==> src/rtl/ram_arb_pkg.sv <==
// Shared types and constants for the two-port RAM arbiter / burst sequencer.
// Build option: define RAM_ARB_FIXED_PRIO_EN for fixed priority (requester 0 first).
package ram_arb_pkg;

    typedef enum logic {
        IDLE  = 1'b0,
        BURST = 1'b1
    } ram_arb_state_e;

    localparam int RAM_ADDR_W = 8;
    localparam int RAM_DATA_W = 32;
    localparam int RAM_LEN_W  = 4;

    function automatic logic [1:0] idx_to_onehot(input logic idx);
        return idx ? 2'b10 : 2'b01;
    endfunction

endpackage

==> src/rtl/ram_arb_rr.sv <==
// Two-way requester picker: round-robin by default, fixed priority to requester 0
// when RAM_ARB_FIXED_PRIO_EN is defined.
module ram_arb_rr
    import ram_arb_pkg::*;
(
    input  logic [1:0] req_i,
    input  logic       prio_i,
    output logic [1:0] win_o,
    output logic       prio_nxt_o
);

`ifdef RAM_ARB_FIXED_PRIO_EN
    logic unused_prio_s;
    assign unused_prio_s = prio_i;

    // Requester 0 always wins; the pointer is constant so it folds away.
    always_comb begin
        prio_nxt_o = 1'b0;
        if (req_i[0]) begin
            win_o = 2'b01;
        end else if (req_i[1]) begin
            win_o = 2'b10;
        end else begin
            win_o = 2'b00;
        end
    end
`else
    // The pointer always moves to whichever requester was not granted.
    always_comb begin
        win_o      = 2'b00;
        prio_nxt_o = prio_i;
        case (req_i)
            2'b01: begin
                win_o      = 2'b01;
                prio_nxt_o = 1'b1;
            end
            2'b10: begin
                win_o      = 2'b10;
                prio_nxt_o = 1'b0;
            end
            2'b11: begin
                win_o      = idx_to_onehot(prio_i);
                prio_nxt_o = ~prio_i;
            end
            default: begin
                win_o      = 2'b00;
                prio_nxt_o = prio_i;
            end
        endcase
    end
`endif

endmodule

==> src/rtl/ram_arbiter_2p.sv <==
// Two-port arbiter and burst sequencer in front of a single-port 256x32 RAM.
// Build option: RAM_ARB_FIXED_PRIO_EN (handled in ram_arb_rr) selects fixed priority.
module ram_arbiter_2p
    import ram_arb_pkg::*;
#(
    parameter int ADDR_W = RAM_ADDR_W,
    parameter int DATA_W = RAM_DATA_W,
    parameter int LEN_W  = RAM_LEN_W
) (
    input  logic              clk,
    input  logic              rst,
    input  logic              req0,
    input  logic              req1,
    input  logic              we0,
    input  logic              we1,
    input  logic [ADDR_W-1:0] addr0,
    input  logic [ADDR_W-1:0] addr1,
    input  logic [LEN_W-1:0]  len0,
    input  logic [LEN_W-1:0]  len1,
    input  logic [DATA_W-1:0] wdata0,
    input  logic [DATA_W-1:0] wdata1,
    output logic              gnt0,
    output logic              gnt1,
    output logic              beat0,
    output logic              beat1,
    output logic              rvalid0,
    output logic              rvalid1,
    output logic [DATA_W-1:0] rdata0,
    output logic [DATA_W-1:0] rdata1,
    output logic              busy,
    output logic [ADDR_W-1:0] ram_addr,
    output logic [DATA_W-1:0] ram_din,
    output logic              ram_rw,
    input  logic [DATA_W-1:0] ram_dout
);

    ram_arb_state_e    state_q;
    logic              prio_q;
    logic              prio_d;
    logic [1:0]        win;
    logic              we_q;
    logic [LEN_W-1:0]  cnt_q;
    logic [ADDR_W-1:0] addr_q;
    logic              ram_rw_q;
    logic              beat0_q;
    logic              beat1_q;
    logic              gnt0_q;
    logic              gnt1_q;
    logic              rvalid0_q;
    logic              rvalid1_q;
    logic              sel_we;
    logic [ADDR_W-1:0] sel_addr;
    logic [LEN_W-1:0]  sel_len;

    ram_arb_rr u_rr (
        .req_i      ({req1, req0}),
        .prio_i     (prio_q),
        .win_o      (win),
        .prio_nxt_o (prio_d)
    );

    // Burst parameters of the requester that wins in IDLE.
    always_comb begin
        if (win[1]) begin
            sel_we   = we1;
            sel_addr = addr1;
            sel_len  = len1;
        end else begin
            sel_we   = we0;
            sel_addr = addr0;
            sel_len  = len0;
        end
    end

    // FSM, beat counter, address incrementer and read-valid pipeline.
    always_ff @(posedge clk) begin
        if (rst) begin
            state_q   <= IDLE;
            prio_q    <= 1'b0;
            we_q      <= 1'b0;
            cnt_q     <= {LEN_W{1'b0}};
            addr_q    <= {ADDR_W{1'b0}};
            ram_rw_q  <= 1'b0;
            beat0_q   <= 1'b0;
            beat1_q   <= 1'b0;
            gnt0_q    <= 1'b0;
            gnt1_q    <= 1'b0;
            rvalid0_q <= 1'b0;
            rvalid1_q <= 1'b0;
        end else begin
            gnt0_q    <= 1'b0;
            gnt1_q    <= 1'b0;
            // we_q still describes the beat being retired at this edge.
            rvalid0_q <= beat0_q & ~we_q;
            rvalid1_q <= beat1_q & ~we_q;
            case (state_q)
                IDLE: begin
                    if (win != 2'b00) begin
                        state_q  <= BURST;
                        prio_q   <= prio_d;
                        we_q     <= sel_we;
                        cnt_q    <= sel_len;
                        addr_q   <= sel_addr;
                        ram_rw_q <= sel_we;
                        beat0_q  <= win[0];
                        beat1_q  <= win[1];
                        gnt0_q   <= win[0];
                        gnt1_q   <= win[1];
                    end else begin
                        ram_rw_q <= 1'b0;
                        beat0_q  <= 1'b0;
                        beat1_q  <= 1'b0;
                    end
                end
                BURST: begin
                    if (cnt_q == {LEN_W{1'b0}}) begin
                        state_q  <= IDLE;
                        ram_rw_q <= 1'b0;
                        beat0_q  <= 1'b0;
                        beat1_q  <= 1'b0;
                    end else begin
                        cnt_q  <= cnt_q - LEN_W'(1);
                        addr_q <= addr_q + ADDR_W'(1);
                    end
                end
                default: begin
                    state_q  <= IDLE;
                    ram_rw_q <= 1'b0;
                    beat0_q  <= 1'b0;
                    beat1_q  <= 1'b0;
                end
            endcase
        end
    end

    assign ram_din  = beat1_q ? wdata1 : (beat0_q ? wdata0 : {DATA_W{1'b0}});
    assign ram_addr = addr_q;
    assign ram_rw   = ram_rw_q;
    assign beat0    = beat0_q;
    assign beat1    = beat1_q;
    assign gnt0     = gnt0_q;
    assign gnt1     = gnt1_q;
    assign rvalid0  = rvalid0_q;
    assign rvalid1  = rvalid1_q;
    assign rdata0   = ram_dout;
    assign rdata1   = ram_dout;
    assign busy     = (state_q == BURST);

endmodule

==> config.mk <==
export PLATFORM = sky130hd
export DESIGN_NAME = ram_arbiter_2p
export DESIGN_NICKNAME = d
export VERILOG_FILES = /design/src/rtl/ram_arb_pkg.sv /design/src/rtl/ram_arb_rr.sv /design/src/rtl/ram_arbiter_2p.sv
export SDC_FILE = /design/constraint.sdc
export NUM_CORES = 1
export LEC_CHECK = 0
export ABC_CLOCK_PERIOD_IN_PS = 2570
export BUFFER_PORTS_ARGS = -buffer_cell sky130_fd_sc_hd__clkbuf_2
export CAP_MARGIN = 30
export CORE_AREA = 2 2 92 94
export DETAILED_ROUTE_END_ITERATION = 6
export DIE_AREA = 0 0 94 96
export SLEW_MARGIN = 20
export SYNTH_ARGS = -nofsm -noshare
export SYNTH_HDL_FRONTEND = slang
export SYNTH_SLANG_ARGS = --single-unit
==> constraint.sdc <==
create_clock -name clk -period 2.57 [get_ports clk]
set_input_delay 0.3855 -clock clk [delete_from_list [all_inputs] [get_ports clk]]
set_output_delay 0.3855 -clock clk [all_outputs]
set_load 0.1 [all_outputs]
# ---- Word level (Yosys, flattened, before mapping)
# Cells that the tools add are included.
# W data, S select, Z words.
dict set report classes {
  n_eq_ne 6
  bitwise 5
  n_mux 24
  addsub 2
  n_reduce_logical 7
}
# cell n
set op_table {}
lappend op_table {{$mux W32} 2}
lappend op_table {{$mux W8} 3}
lappend op_table {{$pmux W8 S2} 1}
lappend op_table {{$mux W4} 3}
lappend op_table {{$add A8 B1 Y8 const B} 1}
lappend op_table {{$pmux W1 S2} 4}
lappend op_table {{$pmux W4 S2} 1}
lappend op_table {{$mux W1} 7}
lappend op_table {{$pmux W2 S3} 1}
lappend op_table {{$eq A2 B2 Y1 const B} 2}
lappend op_table {{$logic_not A4 Y1} 1}
lappend op_table {{$ne A2 B2 Y1 const B} 2}
lappend op_table {{$reduce_and A2 Y1} 2}
lappend op_table {{$sub A4 B1 Y4 const B} 1}
lappend op_table {{$not A1 Y1} 3}
lappend op_table {{$pmux W1 S3} 1}
lappend op_table {{$reduce_and A3 Y1} 1}
lappend op_table {{$reduce_bool A3 Y1} 1}
lappend op_table {{$and A1 B1 Y1} 2}
lappend op_table {{$eq A2 B1 Y1 const B} 1}
lappend op_table {{$mux W2} 1}
lappend op_table {{$ne A2 B1 Y1 const B} 1}
lappend op_table {{$reduce_bool A2 Y1} 1}
lappend op_table {{$reduce_or A2 Y1} 1}
dict set report totals {
  inputBits 126
  register_bits 22
}

# ---- Depth between registers and ports, before layout
# Gate-level depths: netlist (run 1).
dict set report depth {
  depth_word 5
  mapped_depth 7
  depth_no_buf 6
}

# ---- Hierarchy
# A second synthesis (run 1) with hierarchy kept.
dict set report unflattened {
  cells_unflattened 256
  area_unflattened_um2 2083.2
}
# module area_per_inst_um2 cells_each instances
set modules_own_cells {}
lappend modules_own_cells {ram_arbiter_2p 2054.5 251 1}
lappend modules_own_cells {ram_arb_rr 28.8 5 1}

# ---- Worst setup path before layout (run 1)
# Ideal clock, no wire load.
dict set report synth_path {
  path_kind {flip-flop to output port}
  start {register beat1_q (netlist: beat1)}
  end {output port ram_din[10]}
  setup_slack_ns -0.142
  arrival_ns 2.326
  path_stages_with_launch 4
  n_path_buf 2
  path_cell_list {dfxtp_1 clkbuf_1 clkbuf_1 a22o_1}
}
dict set report synth_between {
  elab_chain_cells 1
}
# element line
set synth_lines {}
lappend synth_lines {{start: declaration} ram_arbiter_2p.sv:46} ;# logic beat1_q;
lappend synth_lines {{start signal: assignment} ram_arbiter_2p.sv:106} ;# beat1_q <= win[1];
lappend synth_lines {{$mux W32} ram_arbiter_2p.sv:136} ;# assign ram_din = beat1_q ? wdata1 : (beat0_q ? wdata0 : {DATA_W{1'b0}});
lappend synth_lines {{end: declaration} ram_arbiter_2p.sv:32} ;# output logic [DATA_W-1:0] ram_din,
# No other way between the ends.

# ---- Worst setup path in the final report (run 1)
dict set report layout_path {
  start {register beat0_q (netlist: beat0)}
  end {output port ram_din[31]}
}
dict set report layout_between {
  elab_chain_cells 2
}
# element line
set layout_lines {}
lappend layout_lines {{start: declaration} ram_arbiter_2p.sv:45} ;# logic beat0_q;
lappend layout_lines {{start signal: assignment} ram_arbiter_2p.sv:105} ;# beat0_q <= win[0];
lappend layout_lines {{$mux W32 (2 in series)} ram_arbiter_2p.sv:136}
# No other way between the ends.

==> flow_metrics.env, run 1 <==
export IMPL_finClkSkew_ns=0.00207
export IMPL_gp_congestion=0.794
export IMPL_ys_async_sr_fraction=0
export IMPL_cellLeakagePower_uw=0.00132
export IMPL_hold_start="len0[3]"
export IMPL_wirelength_um=6760
export IMPL_cts_hold_buffers_added=0
export IMPL_synth_avg_cell_area_um2=8.13
export IMPL_seq_power_share=0.243
export IMPL_maxSlewViolCount=0
export IMPL_drive_gt1_frac=0.587
export IMPL_die_h_um=96
export IMPL_area_growth_pct=36.7
export IMPL_place_ws_ns=0.653
export IMPL_end_kind="output port"
export IMPL_final_hold_violation_count=0
export IMPL_chipWidth_um=94
export IMPL_grt_first_pass_wirelength_um=9850
export IMPL_worstMarginPinSlew_ns=0.684
export IMPL_core_area_um2=8050
export IMPL_fin_ws_ns=0.428
export IMPL_synthCells=251
export IMPL_dr_first_iter_drc_count=89
export IMPL_critPathMaxFanout=24
export IMPL_crit_type="register to output port"
export IMPL_synth_nets=380
export IMPL_finalNonFillerCells=422
export IMPL_start_util=0.253
export IMPL_p_int_uw=852
export IMPL_p_comb_frac=0.641
export IMPL_synth_edff_count=0
export IMPL_rows=33
export IMPL_layout_common_cells="clkbuf_2 (113), a22o_2 (30), buf_12 (24)"
export IMPL_p_sw_uw=986
export IMPL_hp_class="input pin to register"
export IMPL_ys_flop_type="dfxtp_1"
export IMPL_start_kind="register"
export IMPL_synth_top_area_frac=0.239
export IMPL_port_buffer_count=141
export IMPL_drc=0
export IMPL_rr_worst_depth=4
export IMPL_whs_path_depth=3
export IMPL_layout_nets=448
export IMPL_final_core_util=0.347
export IMPL_cts_root_buf="clkbuf_8"
export IMPL_final_setup_viol_count=0
export IMPL_num_fill_cells=865
export IMPL_overflow=0
export IMPL_cpMaxStageDelayCell="dfxtp_1"
export IMPL_clock_sinks=22
export IMPL_dp_hpwl_um=5560
export IMPL_cts_setup_buffers=0
export IMPL_reg2reg_from="busy"
export IMPL_insertion_delay_ns=0.26
export IMPL_cp_required_ns=2.18
export IMPL_routedWlPerCell_um=16.0
export IMPL_worst_ir_drop_vdd_mv=0.314
export IMPL_syn_area_um2=2040
export IMPL_diodes=0
export IMPL_tns_ns=0
export IMPL_die_area_um2=9020
export IMPL_outcome="finished, final reports clean"
export IMPL_layout_commonest_cell="clkbuf_2"
export IMPL_yosys_warnings=0
export IMPL_cp_slowest_stage_delay_ns=0.38
export IMPL_setup_worst_path_start="beat0"
export IMPL_vias=2041
export IMPL_grt_max_degree=36
export IMPL_clk_pin_slew_ns=0.07
export IMPL_cts_buffers=3
export IMPL_io_pins=238
export IMPL_timing_slew_headroom=0.544
export IMPL_synth_area_leader_cell="buf_4"
export IMPL_p_clk_frac=0.116
export IMPL_clockBufferDepth=2
export IMPL_cts_tree="yes"
export IMPL_fmax_mhz=467
export IMPL_firstDrtPassIters=4
export IMPL_period_minus_slack_ns=2.14
export IMPL_htree_levels=1
export IMPL_timing_hold_ws_ns=0.396
export IMPL_synthTopCellsByArea="buf_4 (24%), dfxtp_1 (22%), a22o_1 (14%)"
export IMPL_p_per_area_nw_per_um2=659
export IMPL_p_sw_frac=0.537
export IMPL_worstPathArrival_ns=1.76
export IMPL_vias_per_cell=4.84
export IMPL_cts_resized=0
export IMPL_synth_seq_cells=22
export IMPL_place_inst=419
export IMPL_grt_setup_unrepaired="false"
export IMPL_fin_crit_sh=0.834
export IMPL_antenna_found_initial=0
export IMPL_path_cells="nor2b_2 -> buf_4 -> a22o_1 -> buf_12"
export IMPL_drtAntennaViolNets=0
export IMPL_first_global_vias=1892
export IMPL_grtUsageTotal=0.137
export IMPL_synth_cell_types=48
export IMPL_synth_yosys_seq_area_share=0.216
export IMPL_cap_violations=0
-- cells by family after synthesis --
family,share of synthesized area
flip-flops,0.216
buffers and inverters,0.286
AO/OA/AOI/OAI,0.316
adder cells (fa/ha/maj),0.0184
multiplexers,0.00981
XOR/XNOR,0.00429
AND/OR/NAND/NOR,0.149
-- sequential cells by signal (all words and copies together), names as in the netlist --
register / cells
beat1: 1
ram_addr: 8
rvalid1: 1
ram_rw: 1
cnt_q: 4
rvalid0: 1
prio_q: 1
busy: 1
gnt1: 1
we_q: 1
beat0: 1
gnt0: 1
-- worst paths after layout --
kind                 endpoint  slack [ns]
setup / recovery  ram_din[31]        0.43
hold / removal       cnt_q[3]        0.40
setup reg to reg  ram_addr[5]        0.65
hold reg to reg       rvalid1        0.45
-- stage by stage --
stage          cell area, um2  total power (uW)
2_1_floorplan            2080              1760
3_3_place_gp             2750              1630
3_5_place_dp             2750              1640
4_1_cts                  2790              1850
5_1_grt                  2790              1920
6_report                 2790              1840
-- synthesized netlist by cell type, types with 2 or more instances --
cell type / n
a211oi_1: 2
a22o_1: 32
nand2_1: 6
a31oi_1: 3
a211o_1: 2
dfxtp_1: 22
mux2i_1: 2
a32oi_1: 2
clkbuf_1: 8
o21a_1: 2
nand3_1: 10
ha_1: 3
buf_2: 8
or3_1: 2
nor3b_1: 2
a21oi_1: 7
a21boi_0: 6
nor3_1: 4
o21ai_0: 9
o41ai_2: 2
nor2b_1: 2
buf_4: 65
nand2b_1: 2
a21o_1: 2
inv_1: 4
nor2_1: 13
and3_1: 7
a32o_1: 2
-- area by class of cell --
class,instances,area [um2],share of cell area
Clock buffer,3,41.3,0.0148
Sequential cell,22,440,0.158
Timing Repair Buffer,145,1110,0.396
Multi-Input combinational cell,143,1060,0.378
Inverter,4,15.0,0.00538
Tap cell,105,131,0.0471
-- worst max-delay path, delay by kind of cell, from the launching register on --
kind                   cells  cell delay [ns]
buffers and inverters      2             0.51
DFF                        1             0.38
and+or+nand+nor            1             0.37
AOI/OAI and AO/OA          1             0.22
-- power groups by stage --
stage                     sequential (uW)  combinational (uW)  clock [uW]
after CTS                             446                1190         220
after floorplan                       642                1110           0
after global routing                  455                1240         234
after detailed placement              453                1180           0
final                                 447                1180         212
after global placement                452                1170           0
-- per-layer routing --
layer  part of all wire  track usage  vias to the layer above
li1                   -            -                      989
met1               0.40        0.175                      946
met2               0.50        0.229                       91
met3              0.082       0.0399                       15
met4              0.013       0.0290                        0
met5                  0            0                        -
(Power assumes the default switching activity.)
==> run 2, diff against run 1 <==
--- a/config.mk
+++ b/config.mk
@@ -5,12 +5,12 @@
 export SDC_FILE = /design/constraint.sdc
 export NUM_CORES = 1
 export LEC_CHECK = 0
-export ABC_CLOCK_PERIOD_IN_PS = 2570
+export ABC_CLOCK_PERIOD_IN_PS = 2250
 export BUFFER_PORTS_ARGS = -buffer_cell sky130_fd_sc_hd__clkbuf_2
 export CAP_MARGIN = 30
-export CORE_AREA = 2 2 92 94
+export CORE_AREA = 2 2 93 95
 export DETAILED_ROUTE_END_ITERATION = 6
-export DIE_AREA = 0 0 94 96
+export DIE_AREA = 0 0 95 97
 export SLEW_MARGIN = 20
 export SYNTH_ARGS = -nofsm -noshare
 export SYNTH_HDL_FRONTEND = slang
==> constraint.sdc (replaced) <==
create_clock -name clk -period 2.25 [get_ports clk]
set_input_delay 0.3375 -clock clk [delete_from_list [all_inputs] [get_ports clk]]
set_output_delay 0.3375 -clock clk [all_outputs]
set_load 0.1 [all_outputs]
==> run 2 against run 1 <==
  * Sequential cell count unchanged
  * Hold slack got worse by 0.062 ns
  * Total power increased by 24%
  * Routed wire length increased by 4.8%
  * Clock skew about the same
  * Critical path type unchanged
  * Critical endpoint is now beat1
  * Largest cell class unchanged
  * Largest power group unchanged
==> flow_metrics.env, run 2 (same netlist as run 1, synthesis figures left out) <==
export IMPL_outcome="finished, final reports clean"
export IMPL_layout_nets=449
export IMPL_port_buffer_count=141
export IMPL_drtAntennaViolNets=0
export IMPL_final_setup_viol_count=0
export IMPL_fin_area_um2=2940
export IMPL_dr_first_iter_drc_count=68
export IMPL_gp_congestion=0.804
export IMPL_critPathMaxFanout=30
export IMPL_cp_required_ns=1.91
export IMPL_path_cells="buf_4 -> clkbuf_2"
export IMPL_cap_violations=0
export IMPL_largest_register_ffs=8
export IMPL_grt_first_pass_wirelength_um=10400
export IMPL_insertion_delay_ns=0.26
export IMPL_overflow=0
export IMPL_cellLeakagePower_uw=0.00137
export IMPL_start_kind="register"
export IMPL_cts_root_buf="clkbuf_8"
export IMPL_chipWidth_um=95
export IMPL_clk_pin_slew_ns=0.08
export IMPL_p_per_area_nw_per_um2=777
export IMPL_cpMaxStageDelayCell="clkbuf_2"
export IMPL_cp_slowest_stage_delay_ns=0.52
export IMPL_worstMarginPinSlew_ns=0.573
export IMPL_fin_crit_sh=0.836
export IMPL_routedWlPerCell_um=16.7
export IMPL_final_hold_violation_count=0
export IMPL_grt_max_degree=33
export IMPL_first_global_vias=1985
export IMPL_worstPathArrival_ns=1.54
export IMPL_maxSlewViolCount=0
export IMPL_drc=0
export IMPL_cts_tree="yes"
export IMPL_clock_sinks=22
export IMPL_tns_ns=0
export IMPL_drive_gt1_frac=0.599
export IMPL_io_pins=238
export IMPL_vias_per_cell=5.00
export IMPL_hp_class="input pin to register"
export IMPL_die_area_um2=9220
export IMPL_crit_family="buffers and inverters"
export IMPL_end_kind="output port"
export IMPL_cts_buffers=3
export IMPL_finClkSkew_ns=0.00166
export IMPL_dp_hpwl_um=6030
export IMPL_clockBufferDepth=2
export IMPL_grt_setup_unrepaired="false"
export IMPL_core_area_um2=8130
export IMPL_antenna_found_initial=0
export IMPL_rows=33
export IMPL_die_h_um=97
export IMPL_cts_resized=0
export IMPL_area_growth_pct=44.1
export IMPL_cts_hold_buffers_added=0
export IMPL_diodes=0
export IMPL_firstDrtPassIters=4
export IMPL_cts_setup_buffers=0
export IMPL_htree_levels=1
export IMPL_place_area_um2=2870
export IMPL_period_minus_slack_ns=1.88
export IMPL_start_util=0.251
export IMPL_path_buf_inv=2
export IMPL_layout_common_cells="clkbuf_2 (109), buf_12 (32), a22o_2 (31)"
export IMPL_vias=2120
export IMPL_crit_type="register to output port"
export IMPL_grtUsageTotal=0.143
export IMPL_timing_slew_headroom=0.620
export IMPL_wirelength_um=7080
export IMPL_worst_ir_drop_vdd_mv=0.425
export IMPL_layout_commonest_cell="clkbuf_2"
export IMPL_fmax_mhz=531
run 2: cell types whose count changed in the layout (fill, tap and decap cells not counted), sizes merged:
cell,before,now
clkbuf,116,112
bufinv,0,1
buf,32,37
run 2: worst paths after layout:
check	start	end	slack, ns	depth (start not counted)
min	len0[3]	cnt_q[3]	0.33	3
max	beat1	beat1	0.37	2
max reg2reg	cnt_q[0]	ram_addr[5]	0.45	6
min reg2reg	we_q	rvalid0	0.46	1
run 2: through the flow:
| step | std cells | worst slack (ns) | hold WS (ns) | utilization | total power, uW |
|---|---|---|---|---|---|
| floorplan | 251 | 0.150 | 0.415 | - | 2010 |
| global placement | 420 | 0.520 | 0.441 | 0.353 | 1920 |
| detailed placement | 420 | 0.461 | 0.446 | 0.353 | 1930 |
| CTS | 424 | 0.356 | 0.330 | 0.362 | 2300 |
| global route | 424 | 0.286 | 0.369 | 0.362 | 2370 |
| finish | 424 | 0.368 | 0.335 | 0.362 | 2290 |
run 2: tightest hold or removal path, stage by stage:
cell and delay (ns):
clkbuf_2 0.08, nand3_1 0.06, a31oi_1 0.07
run 2: report_power, final:
part | internal, uW | leakage (uW) | total, uW | switching [uW]
registers | 441 | 0.000182 | 504 | 63.0
clock network | 238 | 0.0000357 | 371 | 133
logic | 455 | 0.00116 | 1410 | 956
run 2: layout make-up:
cell class | count | area, um2
clock inverters | 1 | 30.0
fillers | 818 | 5190
repair buffers | 146 | 1220
multi-input cells | 143 | 1060
flip-flops and latches | 22 | 443
inverters | 4 | 15.0
clock buffers | 3 | 41.3
well taps | 105 | 131
run 2: metal layers:
metal	part of all wire	track usage	wire, um
met1	0.38	0.175	2730
met2	0.51	0.250	3620
met3	0.093	0.0397	661
met4	0.010	0.0256	74
met5	0	0	0
==> run 3, diff against run 2 <==
--- a/config.mk
+++ b/config.mk
@@ -5,7 +5,7 @@
 export SDC_FILE = /design/constraint.sdc
 export NUM_CORES = 1
 export LEC_CHECK = 0
-export ABC_CLOCK_PERIOD_IN_PS = 2250
+export ABC_CLOCK_PERIOD_IN_PS = 1970
 export BUFFER_PORTS_ARGS = -buffer_cell sky130_fd_sc_hd__clkbuf_2
 export CAP_MARGIN = 30
 export CORE_AREA = 2 2 93 95
==> constraint.sdc (replaced) <==
create_clock -name clk -period 1.97 [get_ports clk]
set_input_delay 0.2955 -clock clk [delete_from_list [all_inputs] [get_ports clk]]
set_output_delay 0.2955 -clock clk [all_outputs]
set_load 0.1 [all_outputs]
==> run 3 against run 2 <==
  * Clock power up 18%
  * Hold slack worse by 0.036 ns
  * Setup slack worse by 0.23 ns
  * Highest routed layer unchanged
==> flow_metrics.env, run 3 (same netlist as run 1, synthesis figures left out) <==
export IMPL_finClkSkew_ns=0.00238
export IMPL_outcome="finished, final reports clean"
export IMPL_worstMarginPinSlew_ns=0.570
export IMPL_wirelength_um=7060
export IMPL_dp_hpwl_um=5830
export IMPL_core_area_um2=8130
export IMPL_place_area_um2=2910
export IMPL_seq_area_um2=452
export IMPL_rr_worst_depth=6
export IMPL_p_per_area_nw_per_um2=887
export IMPL_cpMaxStageDelayCell="dfxtp_1"
export IMPL_drc=0
export IMPL_r2r_slack_ns=0.14
export IMPL_start_util=0.251
export IMPL_timing_hold_ws_ns=0.298
export IMPL_gp_congestion=0.869
export IMPL_layout_commonest_cell="clkbuf_2"
export IMPL_final_setup_viol_count=0
export IMPL_die_area_um2=9220
export IMPL_worst_ir_drop_vdd_mv=0.407
export IMPL_first_global_vias=2067
export IMPL_largest_register_ffs=8
export IMPL_met3_usage=0.0460
export IMPL_end_kind="register"
export IMPL_rows=33
export IMPL_fin_area_um2=2980
export IMPL_grt_max_degree=25
export IMPL_cts_hold_buffers_added=0
export IMPL_setup_worst_path_start="cnt_q[0]"
export IMPL_layout_nets=451
export IMPL_antenna_found_initial=0
export IMPL_fmax_mhz=546
export IMPL_diodes=0
export IMPL_port_buffer_count=141
export IMPL_r2r_end="ram_addr[5]"
export IMPL_insertion_delay_ns=0.27
export IMPL_cts_buffers=3
export IMPL_cts_tree="yes"
export IMPL_maxSlewViolCount=0
export IMPL_cap_violations=0
export IMPL_overflow=0
export IMPL_reg2reg_from="cnt_q[0]"
export IMPL_grt_first_pass_wirelength_um=10700
export IMPL_area_growth_pct=45.9
export IMPL_worstPathArrival_ns=1.99
export IMPL_path_buf_inv=1
export IMPL_grtUsageTotal=0.146
export IMPL_dr_first_iter_drc_count=67
export IMPL_firstDrtPassIters=4
export IMPL_cts_setup_buffers=0
export IMPL_grt_setup_unrepaired="false"
export IMPL_fin_ws_ns=0.140
export IMPL_period_minus_slack_ns=1.83
export IMPL_crit_family="compound AO/OA/AOI/OAI gates"
export IMPL_hp_class="input pin to register"
export IMPL_num_fill_cells=832
export IMPL_cp_slowest_stage_delay_ns=0.36
export IMPL_cts_root_buf="clkbuf_8"
export IMPL_io_pins=238
export IMPL_htree_levels=1
export IMPL_die_h_um=97
export IMPL_grtUsageMet1=0.178
export IMPL_cellLeakagePower_uw=0.00139
export IMPL_fin_crit_sh=0.929
export IMPL_routedWlPerCell_um=16.6
export IMPL_vias=2074
export IMPL_met2_usage=0.240
export IMPL_chipWidth_um=95
export IMPL_clock_sinks=22
export IMPL_cts_resized=0
export IMPL_start_kind="register"
export IMPL_grt_busiest_layer="met2"
export IMPL_clk_pin_slew_ns=0.09
export IMPL_cp_required_ns=2.13
export IMPL_crit_type="register to register"
export IMPL_multiInputGateArea_um2=1070
export IMPL_hold_start="len0[3]"
export IMPL_whs_path_depth=3
export IMPL_drive_gt1_frac=0.626
export IMPL_critPathMaxFanout=14
export IMPL_vias_per_cell=4.87
export IMPL_clockBufferDepth=2
export IMPL_layout_common_cells="clkbuf_2 (108), buf_12 (32), a22o_2 (31)"
export IMPL_place_ws_ns=0.150
export IMPL_timing_slew_headroom=0.621
export IMPL_path_cells="inv_1 -> ha_1 -> nor3b_2 -> a21o_1 -> o21a_1 -> o31a_1"
export IMPL_final_hold_violation_count=0
export IMPL_hold_end="cnt_q[3]"
export IMPL_drtAntennaViolNets=0
[run 3: cell count changes in the layout (fill, tap and decap cells not counted)]
cell      delta
a22o_1       -1
a22o_4       +1
buf_4        +3
dfxtp_1      -7
clkbuf_2     -1
dfxtp_2      +7
[run 3: worst max-delay path by stage]
stage / end / slack (ns) / cells past startpoint
2_1_floorplan: ram_din[24] / -0.07 / 3
5_1_grt: ram_din[31] / 0.02 / 4
4_1_cts: ram_din[31] / 0.11 / 4
3_3_place_gp: ram_addr[5] / 0.23 / 6
3_5_place_dp: ram_addr[5] / 0.15 / 6
6_report: ram_addr[5] / 0.14 / 6
[run 3: power by group]
group          leakage (uW)  total (uW)  switching [uW]  internal (uW)
clock             0.0000357         436             165            272
sequential         0.000184         590            80.7            509
combinational       0.00117        1610            1080            529
total               0.00139        2640            1330           1310
[run 3: area by class of cell]
type                       count  share of cell area
clock inverter                 1              0.0101
multi-input combinational    143               0.358
clock buffer                   3              0.0139
inverter                       4             0.00504
sequential                    22               0.152
timing repair buffer         148               0.417
tap                          105              0.0441
[run 3: tightest hold or removal path: stages]
cell and delay (ns):
clkbuf_2 0.08, nand3_1 0.06, a31oi_1 0.08
[run 3: stage by stage]
stage	instances	TNS (ns)	util	power, uW
CTS	426	0	0.366	2660
detailed placement	422	0	0.357	2220
global placement	422	0	0.357	2200
floorplan	251	-1.77	-	2300
finish	426	0	0.366	2640
global route	426	0	0.366	2750
[run 3: per-layer routing]
| layer | part of all wire | wire length, um | up-vias |
|---|---|---|---|
| met3 | 0.091 | 642 | 25 |
| met4 | 0.024 | 166 | 0 |
| li1 | - | - | 996 |
| met2 | 0.49 | 3440 | 92 |
| met1 | 0.40 | 2810 | 961 |
| met5 | 0 | 0 | - |
